==> src/rtl/mips_cpu_hilo_muldiv.sv <==
// Multi-cycle multiply/divide unit owning the HI/LO registers.
// Define MIPS_HILO_FAST_MULT_EN for single-cycle MUL/MULU; divide stays iterative.
module mips_cpu_hilo_muldiv #(
   parameter int WIDTH = 32,
   parameter int CNT_W = 5
) (
   input  logic             clk,
   input  logic             reset,
   input  logic             start,
   input  logic [4:0]       op,
   input  logic [WIDTH-1:0] a,
   input  logic [WIDTH-1:0] b,
   output logic [WIDTH-1:0] hi,
   output logic [WIDTH-1:0] lo,
   output logic             busy,
   output logic             done
);

   localparam logic [4:0] OP_MUL  = 5'd2;
   localparam logic [4:0] OP_DIV  = 5'd3;
   localparam logic [4:0] OP_MULU = 5'd22;
   localparam logic [4:0] OP_DIVU = 5'd23;
   localparam logic [4:0] OP_MTHI = 5'd24;
   localparam logic [4:0] OP_MTLO = 5'd25;

   typedef enum logic [1:0] {S_IDLE, S_RUN, S_FIXUP} state_t;

   state_t               state_q, state_d;
   logic [2*WIDTH-1:0]   acc_q, acc_d;
   logic [WIDTH-1:0]     opB_q, opB_d;
   logic [CNT_W-1:0]     cnt_q, cnt_d;
   logic                 isDiv_q, isDiv_d;
   logic                 negRes_q, negRes_d;
   logic                 negRem_q, negRem_d;
   logic [WIDTH-1:0]     hi_q, hi_d;
   logic [WIDTH-1:0]     lo_q, lo_d;
   logic                 done_q, done_d;

   logic                 isMulOp, isDivOp, signedOp, aNeg, bNeg, launch;
   logic [WIDTH-1:0]     aMag, bMag;
   logic [WIDTH:0]       mulSum;
   logic [2*WIDTH-1:0]   mulStep, divStep, accNeg;
   logic [WIDTH-1:0]     divDiff;
   logic                 divGe;

   assign isMulOp  = (op == OP_MUL) || (op == OP_MULU);
   assign isDivOp  = (op == OP_DIV) || (op == OP_DIVU);
   assign signedOp = (op == OP_MUL) || (op == OP_DIV);
   assign aNeg     = signedOp & a[WIDTH-1];
   assign bNeg     = signedOp & b[WIDTH-1];
   assign aMag     = aNeg ? -a : a;
   assign bMag     = bNeg ? -b : b;

`ifdef MIPS_HILO_FAST_MULT_EN
   logic [2*WIDTH-1:0]   fastProd;
   // Sign-extending to full width makes the truncated product correct for both signednesses
   assign fastProd = {{WIDTH{aNeg}}, a} * {{WIDTH{bNeg}}, b};
   assign launch   = start & isDivOp;
`else
   assign launch   = start & (isDivOp | isMulOp);
`endif

   // Accumulator holds {partial product, multiplier} or {remainder, dividend/quotient}
   assign mulSum  = {1'b0, acc_q[2*WIDTH-1:WIDTH]} + (acc_q[0] ? {1'b0, opB_q} : '0);
   assign mulStep = {mulSum, acc_q[WIDTH-1:1]};
   assign divGe   = acc_q[2*WIDTH-1:WIDTH-1] >= {1'b0, opB_q};
   assign divDiff = acc_q[2*WIDTH-2:WIDTH-1] - opB_q;
   assign divStep = divGe ? {divDiff, acc_q[WIDTH-2:0], 1'b1}
                          : {acc_q[2*WIDTH-2:0], 1'b0};
   assign accNeg  = -acc_q;

   always_ff @(posedge clk) begin
      if (reset) begin
         state_q  <= S_IDLE;
         acc_q    <= '0;
         opB_q    <= '0;
         cnt_q    <= '0;
         isDiv_q  <= 1'b0;
         negRes_q <= 1'b0;
         negRem_q <= 1'b0;
         hi_q     <= '0;
         lo_q     <= '0;
         done_q   <= 1'b0;
      end else begin
         state_q  <= state_d;
         acc_q    <= acc_d;
         opB_q    <= opB_d;
         cnt_q    <= cnt_d;
         isDiv_q  <= isDiv_d;
         negRes_q <= negRes_d;
         negRem_q <= negRem_d;
         hi_q     <= hi_d;
         lo_q     <= lo_d;
         done_q   <= done_d;
      end
   end

   always_comb begin
      state_d  = state_q;
      acc_d    = acc_q;
      opB_d    = opB_q;
      cnt_d    = cnt_q;
      isDiv_d  = isDiv_q;
      negRes_d = negRes_q;
      negRem_d = negRem_q;
      hi_d     = hi_q;
      lo_d     = lo_q;
      done_d   = 1'b0;
      case (state_q)
         S_IDLE: begin
            if (start && op == OP_MTHI) hi_d = a;
            if (start && op == OP_MTLO) lo_d = a;
            if (launch) begin
               acc_d    = {{WIDTH{1'b0}}, aMag};
               opB_d    = bMag;
               cnt_d    = CNT_W'(WIDTH-1);
               isDiv_d  = isDivOp;
               negRes_d = aNeg ^ bNeg;
               negRem_d = aNeg;
               state_d  = S_RUN;
            end
`ifdef MIPS_HILO_FAST_MULT_EN
            if (start && isMulOp) begin
               {hi_d, lo_d} = fastProd;
               done_d       = 1'b1;
            end
`endif
         end
         S_RUN: begin
            acc_d = isDiv_q ? divStep : mulStep;
            cnt_d = cnt_q - CNT_W'(1);
            if (cnt_q == '0) state_d = S_FIXUP;
         end
         S_FIXUP: begin
            // Quotient sign from the operand signs, remainder follows the dividend
            if (isDiv_q) begin
               lo_d = negRes_q ? -acc_q[WIDTH-1:0] : acc_q[WIDTH-1:0];
               hi_d = negRem_q ? -acc_q[2*WIDTH-1:WIDTH] : acc_q[2*WIDTH-1:WIDTH];
            end else begin
               {hi_d, lo_d} = negRes_q ? accNeg : acc_q;
            end
            done_d  = 1'b1;
            state_d = S_IDLE;
         end
         default: state_d = S_IDLE;
      endcase
   end

   assign busy = (state_q != S_IDLE) | launch;
   assign hi   = hi_q;
   assign lo   = lo_q;
   assign done = done_q;

endmodule

==> config.mk <==
export PLATFORM = sky130hd
export DESIGN_NAME = mips_cpu_hilo_muldiv
export DESIGN_NICKNAME = d
export VERILOG_FILES = /design/src/rtl/mips_cpu_hilo_muldiv.sv
export SDC_FILE = /design/constraint.sdc
export NUM_CORES = 1
export LEC_CHECK = 0
export BUFFER_PORTS_ARGS = -buffer_cell sky130_fd_sc_hd__clkbuf_2
export CAP_MARGIN = 10
export CELL_PAD_IN_SITES_DETAIL_PLACEMENT = 1
export CELL_PAD_IN_SITES_GLOBAL_PLACEMENT = 1
export CORE_MARGIN = 2
export CORE_UTILIZATION = 40
export CTS_CLUSTER_DIAMETER = 100
export DETAILED_ROUTE_END_ITERATION = 12
export PLACE_DENSITY = 0.7
export SETUP_SLACK_MARGIN = 0.1
export SLEW_MARGIN = 20
export SYNTH_ARGS = -nofsm -noshare
export SYNTH_HDL_FRONTEND = slang
export SYNTH_SLANG_ARGS = --single-unit
==> constraint.sdc <==
create_clock -name clk -period 5.5 [get_ports clk]
set_clock_uncertainty 0.2 [all_clocks]
set_input_delay 0.275 -clock clk [delete_from_list [all_inputs] [get_ports clk]]
set_output_delay 0.275 -clock clk [all_outputs]
set_load 0.01 [all_outputs]
======== After elaboration in Yosys (flattened, before gate mapping) ========
Index checks and enable logic that the tools add are counted.
storage, ports and cells
  register bits after elaboration ......... 171
  bits in latches ......................... 0
  memory bits (writable) .................. 0
  bits in read-only memories .............. 0
  input bits .............................. 72
  memories kept ........................... 0
operators by class
  add/sub/neg operators ................... 8
  $mul .................................... 0
  div/mod/pow operators ................... 0
  order comparisons ....................... 1
  equal/unequal tests ..................... 12
  shifts and indexed selects .............. 0
  mux-type cells .......................... 22
  bitwise logic cells ..................... 6
  reductions and logical operators ........ 15
operators with widths
  cell                   number
  $mux W32               9
  $mux W64               4
  $neg A32 Y32           4
  $pmux W32 S2           2
  $pmux W64 S2           1
  $neg A64 Y64           1
  $add A32 B32 Y33       1
  $ge A33 B32 Y1         1
  $sub A32 B32 Y32       1
  $eq A5 B5 Y1 const B   4
  $eq A5 B2 Y1 const B   2
  $pmux W5 S2            1
  $reduce_and A2 Y1      5
  $ne A2 B2 Y1 const B   4
  $reduce_bool A2 Y1     3
  $logic_not A5 Y1       1
  $mux W5                1
  $sub A5 B1 Y5 const B  1
  $mux W2                2
  $pmux W2 S2            1
  $and A1 B1 Y1          3
  $logic_or A1 B1 Y1     3
  $eq A2 B1 Y1 const B   1
  $eq A2 B2 Y1 const B   1
  5 further kinds        7

======== Depth between registers and ports, before layout ========
Gate-level depths: netlist of run 1.
  depth in word-level cells ............... 6
  depth in mapped cells ................... 16
  depth with buffers taken out ............ 14

======== Least setup slack after synthesis of run 1 ========
Ideal clock, no wire load.
  path kind ............................... register to register
  start point ............................. register acc_q[0]
  end point ............................... register acc_q[60]
  setup time .............................. 0.122 ns
  arrival time ............................ 3.316 ns
  slack ................................... 1.862 ns
  stages on the path, launching flop included .. 17
  buffers on the path ..................... 3
  period minus slack after synthesis ...... 3.638 ns
  cells stage by stage .................... dfxtp_1 > clkbuf_1 > inv_1 > clkbuf_1 > nor2_1 > ha_1 > clkbuf_1 > a21o_1 > a21o_1 > a21oi_1 > o21ai_0 > o311ai_0 > nand2_1 > a31oi_1 > o21ai_0 > xor2_1 > a221o_1
on the way
  cells in the longest elaborated chain, start to end .. 4
RTL lines
  what                    line  RTL
  from (decl)             29    logic [2*WIDTH-1:0] acc_q, acc_d;
  from (signal assigned)  75    acc_q <= '0;
  from (signal assigned)  86    acc_q <= acc_d;
  $mux W32                64    assign mulSum = {1'b0, acc_q[2*WIDTH-1:WIDTH]} + (acc_q[0] ? {1'b0, opB_q} : '0);
  $add A32 B32 Y33        64
  $mux W64                130   acc_d = isDiv_q ? divStep : mulStep;
  $pmux W64 S2            109   case (state_q)
No other way between the ends.
A chain may end at the register's enable or synchronous reset.

======== Final worst setup path of run 1 ========
Ends and elaborated chain as after synthesis.

==> results.toml, run 1 <==
[placed_design]
gp_congestion = 0.9221
place_hpwl_um = 35480
io_buffers = 137
placed_cells = 2277

[clocking]
clk_pin_slew_worst_paths_ns = 0.08
clk_latency_ns = 0.47
ctsHtreeMaxLevel = 4
cts_sinks = 171
post_cts_buffers = 0
cts_tree = "done"
cts_buffers = 17
clockRootBuffer = "clkbuf_16"
clock_path_buffers = 2

[setup_path]
worstPathRequired_ns = 5.66
r2r_end = "acc_q[60]$_SDFFE_PP0P_"
cp_max_fo = 12
worstSetupPathType = "flip-flop to flip-flop"
start_kind = "flip-flop"
r2r_setup_slack_ns = 1.20
worst_setup_path_end_kind = "flip-flop"
r2r-start = "acc_q[0]$_SDFFE_PP0P_"
cp.arrival_ns = 4.45
rr_worst_depth = 14

[global_route]
grt_pass1_wl_um = 75980
grt_max_degree = 88
grt_usage_pct = 26.47
grt_overflow = 0
antenna_found_initial = 0
grt_pass1_vias = 14010

[routing]
detail-route-antenna-nets = 0
vias = 13820
via_per_inst = 5.917
drc_errors = 0
wl_um = 47750
firstDrtPassIters = 5
drt-wirelength-per-cell_um = 20.45
drt_first_iter_violations = 689

[die]
row_count = 68
initial_core_util_pct = 40.36
die_area_um2 = 36190
ios = 138
core_region_area_um2 = 34370
die_h_um = 190.2
die_x_um = 190.2

[logic_synthesis]
synthCells = 1791
syn_area_um2 = 13870
syn_avg_cell_area_um2 = 7.747
synth.yosys.seq_area_share_pct = 24.67
synth_edf_count = 0
ys_types = 79
syn-num-nets = 1935
ys.flop_type = "dfxtp_1"
async_flop_share_pct = 0
yosys_register_bits = 171
yosysWarnings = 0

[finish]
final_util_pct = 45.60
synthToLayoutAreaGrowth_pct = 12.96
drive_gt1_share_pct = 11.81
n_antenna_cell = 0
multiInputGateArea_um2 = 9786
fin_cells = 2335
fillCellCount = 4244
register_area_um2 = 3425
layout.nets = 2011

[power]
total_power_uw = 3395
irDropWorstVdd_v = 0.0002352
power.density_nw_per_um2 = 216.6
power.leakage_uw = 0.006393

[run]
cap_viol_max_count = 0

[sta]
min_period_ns = 4.296
hold_viol_final = 0
setup_tns_ns = 0
tightest_slew_ns = 1.101
slew_headroom_pct = 26.33
drv_slew = 0
fin_hold_ws_ns = 0.002343
rsz0062_at_grt = "false"
fin_crit_sh_pct = 78.10
fmax_mhz = 232.8
setup_viol = 0

[hold_path]
hold_depth = 3
min-delay-start = "b[13]"
hp-class = "primary input to flip-flop"
hold_end = "opB_q[13]$_SDFFE_PP0P_"

[run_status]
outcome = "completed"
[synth_stat cells (all sizes together), types with 3 or more instances]
master | number | area (um2)
a21oi | 125 | 625.6
nand2 | 111 | 416.7
a221o | 5 | 50.05
a2111oi | 3 | 32.53
and3 | 11 | 68.82
a22oi | 14 | 105.1
or3 | 25 | 156.4
a211oi | 161 | 1209
dfxtp | 171 | 3423
xor2 | 66 | 578.1
a31oi | 11 | 68.82
o211ai | 8 | 60.06
a21boi | 3 | 22.52
mux2 | 4 | 45.04
o21a | 10 | 75.07
or2 | 7 | 48.80
nand2b | 20 | 125.1
nand3 | 23 | 115.1
or4 | 12 | 93.84
nor2b | 9 | 56.30
o21ai | 101 | 505.5
buf | 17 | 90.08
a311oi | 7 | 61.31
ha | 70 | 875.8
nor3 | 35 | 186.4
nor4b | 3 | 32.53
o31ai | 25 | 187.7
clkbuf | 108 | 405.4
a31o | 3 | 26.28
o41ai | 14 | 156.4
nor2 | 223 | 863.3
mux2i | 109 | 1091
inv | 57 | 214.0
o21bai | 7 | 52.55
nand3b | 3 | 22.52
and2 | 9 | 56.31
a21o | 29 | 217.7
nor4 | 14 | 100.1
a22o | 6 | 52.55
xnor2 | 101 | 884.6
nand4 | 23 | 143.9
[layout by cell type, fill, tap and decap left out, types with 25 or more instances in the layout]
master / count
dfxtp_1: 170
mux2i_1: 109
nor3_1: 32
ha_1: 70
a211oi_1: 161
clkbuf_2: 136
o31ai_1: 25
nand2_1: 111
nor2_1: 219
xor2_1: 66
a21o_1: 29
a21oi_1: 125
or3_1: 25
o21ai_0: 100
dlygate4sd3_1: 26
xnor2_1: 101
inv_1: 57
[layer usage]
metal | GRT usage (%) | share of wire (%) | vias to the layer above
li1 | - | - | 6712
met2 | 45.94 | 48 | 263
met3 | 2.852 | 3.0 | 85
met4 | 10.52 | 3.4 | 0
met5 | 0 | 0 | -
met1 | 33.55 | 46 | 6757
[repair_timing]
action,CTS,global route
endpoints found under the hold margin,27,0
resized for setup,0,0
hold buffers,26,0
[per-stage QoR]
step | setup slack [ns] | cell area [um2]
2_1_floorplan | 1.862 | 13870
3_3_place_gp | 1.430 | 14820
3_5_place_dp | 1.331 | 14820
4_1_cts | 1.319 | 15670
5_1_grt | 0.9077 | 15670
6_report | 1.204 | 15670
[cells by family after synthesis]
family,count (synthesis),synth area share [%]
mux,113,8.188
fa+ha+maj,72,6.601
compound gates,549,26.38
flops,171,24.67
buf+inv,182,5.113
xor+xnor,167,10.54
simple gates,537,18.50
[critical path, cell delays in order (launching register included)]
cell      delay (ns)
dfxtp_1         0.58
inv_1           0.37
buf_4           0.28
nor2_1          0.10
ha_1            0.29
a21oi_1         0.23
o211ai_1        0.19
nand3_1         0.16
a21oi_1         0.17
o311ai_0        0.59
nand2_1         0.21
a31oi_1         0.25
o21ai_0         0.13
xor2_1          0.16
a221o_1         0.30
[where the power goes]
| part | internal, uW | total (uW) | switching, uW | leakage [uW] |
|---|---|---|---|---|
| logic | 319 | 808 | 488 | 0.00473 |
| clock network | 707 | 1270 | 560 | 0.000280 |
| registers | 1280 | 1320 | 44.1 | 0.00138 |
[sequential cells by signal (all words and copies together) (netlist names)]
name and flops:
acc_q 64, hi 32, lo 32, opB_q 32
cnt_q 5, state_q 2, done 1, isDiv_q 1
negRem_q 1, negRes_q 1
[how the worst max path moves through the flow]
stage / startpoint / end / slack [ns] / cells after the start
2_1_floorplan: acc_q[0]$_SDFFE_PP0P_ / acc_q[60]$_SDFFE_PP0P_ / 1.86 / 16
3_3_place_gp: acc_q[0]$_SDFFE_PP0P_ / acc_q[60]$_SDFFE_PP0P_ / 1.43 / 13
3_5_place_dp: acc_q[34]$_SDFFE_PP0P_ / acc_q[60]$_SDFFE_PP0P_ / 1.33 / 11
4_1_cts: acc_q[34]$_SDFFE_PP0P_ / acc_q[60]$_SDFFE_PP0P_ / 1.32 / 11
5_1_grt: acc_q[0]$_SDFFE_PP0P_ / acc_q[60]$_SDFFE_PP0P_ / 0.91 / 13
6_report: acc_q[0]$_SDFFE_PP0P_ / acc_q[60]$_SDFFE_PP0P_ / 1.20 / 14
[layout make-up]
class / count / share of cell area, %
multi-input combinational: 1438 / 62.44
sequential: 171 / 21.85
timing repair buffer: 182 / 6.962
tap: 455 / 3.632
clock buffer: 23 / 3.050
inverter: 57 / 1.365
clock inverter: 9 / 0.7025
Note: power is estimated with default switching activity, not from simulation.
==> run 2: changes to the inputs <==
Settings changed: PLACE_DENSITY 0.7 to 0.73.
Clock period 5.5 ns to 3.55 ns, I/O delays scaled along.
==> results.toml, run 2 (synthesized netlist as in run 1, its figures left out) <==
[power]
power.density_nw_per_um2 = 321.2
total_power_uw = 5574
irDropWorstVdd_v = 0.0003340
power.leakage_uw = 0.007185

[clocking]
clk_pin_slew_worst_paths_ns = 0.07
clock_path_buffers = 2
cts_tree = "done"
ctsHtreeMaxLevel = 4
cts_buffers = 17
clk_latency_ns = 0.45
cts_sinks = 171
clockRootBuffer = "clkbuf_16"

[finish]
layout_common_cells = "nor2_1 (210), dfxtp_1 (166), a211oi_1 (158)"
largest_reg_flops = 64
layout_commonest_cell = "nor2_1"
regMostFlops = "acc_q"
layout.nets = 2153
n_antenna_cell = 0
drive_gt1_share_pct = 19.58
synthToLayoutAreaGrowth_pct = 25.07
final_util_pct = 50.48

[die]
core_region_area_um2 = 34370
die_h_um = 190.2
die_x_um = 190.2
die_area_um2 = 36190
ios = 138
initial_core_util_pct = 40.36
row_count = 68

[global_route]
antenna_found_initial = 0
grt_pass1_vias = 14720
grt_pass1_wl_um = 79850
grt_overflow = 0
grt_usage_pct = 27.97
grt_max_degree = 87

[setup_path]
worstSetupPathType = "flip-flop to flip-flop"
worstPathRequired_ns = 3.68
start_kind = "flip-flop"
cp.arrival_ns = 3.55
cp_max_fo = 4
worst_setup_path_end_kind = "flip-flop"

[routing]
drt-wirelength-per-cell_um = 21.01
vias = 14600
drt_first_iter_violations = 728
via_per_inst = 5.895
detail-route-antenna-nets = 0
wl_um = 52050
drc_errors = 0
firstDrtPassIters = 4

[sta]
fmax_mhz = 292.9
fin_crit_sh_pct = 96.16
setup_viol = 0
hold_viol_final = 0
drv_slew = 0
fin_ws_ns = 0.1364
tightest_slew_ns = 1.080
min_period_ns = 3.414
fin_hold_ws_ns = 0.05609
rsz0062_at_grt = "true"
slew_headroom_pct = 27.74

[placed_design]
place_hpwl_um = 37910
io_buffers = 137
gp_congestion = 0.9316
place_ws_ns = -0.1297

[run_status]
outcome = "completed"

[hold_path]
hp-class = "primary input to flip-flop"

[run]
cap_viol_max_count = 0
-- run 2: cell count changes in the layout (fill, tap and decap cells not counted), sizes merged --
cell         delta
clkbuf          +1
inv             -3
clkinv          +2
dlygate4sd3    +38
buf           +103
clkinvlp        +1
-- run 2: worst paths after layout --
check / start / end / slack [ns] / cells past startpoint
max: acc_q[0]$_SDFFE_PP0P_ / acc_q[60]$_SDFFE_PP0P_ / 0.14 / 14
min: a[1] / acc_q[1]$_SDFFE_PP0P_ / 0.06 / 5
max reg2reg: acc_q[0]$_SDFFE_PP0P_ / acc_q[60]$_SDFFE_PP0P_ / 0.14 / 14
min reg2reg: cnt_q[3]$_SDFFE_PP0P_ / cnt_q[3]$_SDFFE_PP0P_ / 0.29 / 1
-- run 2: power breakdown --
group	internal, uW	switching, uW	leakage, uW	total, uW
Sequential	1980	58.8	0.00139	2040
Clock	1110	850	0.000290	1960
Combinational	705	869	0.00551	1570
Total	3800	1780	0.00718	5570
-- run 2: per-stage QoR --
| stage | cell area [um2] | cells | setup TNS [ns] |
|---|---|---|---|
| 2_1_floorplan | 13880 | 1791 | 0 |
| 3_5_place_dp | 15520 | 2365 | -0.8616 |
| 4_1_cts | 16900 | 2469 | 0 |
| 3_3_place_gp | 15520 | 2365 | -0.1022 |
| 6_report | 17350 | 2477 | 0 |
| 5_1_grt | 17350 | 2477 | -0.05198 |
-- run 2: layout make-up --
class | count | area (um2)
clock buffers | 23 | 488.0
clock inverters | 9 | 111.4
fillers | 4195 | 17020
inverters | 57 | 221.5
multi-input cells | 1438 | 10180
flip-flops and latches | 171 | 3435
well taps | 455 | 569.3
repair buffers | 324 | 2344
-- run 2: critical path: stages (launching register included) --
cell and delay (ns):
dfxtp_4 0.37, clkinvlp_4 0.18, buf_4 0.20, nor2_1 0.14
ha_1 0.30, o211ai_1 0.27, o211ai_1 0.16, nand3_1 0.17
a21oi_2 0.11, o311ai_2 0.26, nand2_1 0.13, a31oi_1 0.24
o21ai_1 0.11, xor2_1 0.17, a221o_1 0.30
-- run 2: timing repair --
action | in CTS | in global routing
pin swaps | 6 | 32
hold buffers | 64 | 0
resized for setup | 15 | 83
endpoints found under the hold margin | 91 | 0
buffers inserted | 8 | 7
gates cloned | 0 | 1
setup endpoints to repair | 31 | 42
-- run 2: layer usage --
metal | share of wire (%) | vias to the layer above | GRT usage, % | wire [um]
met5 | 0 | - | 0 | 0
met4 | 2.8 | 0 | 9.094 | 1436
met3 | 4.2 | 81 | 4.085 | 2207
met2 | 49 | 366 | 49.26 | 25590
met1 | 44 | 7176 | 34.98 | 22810
li1 | - | 6979 | - | -
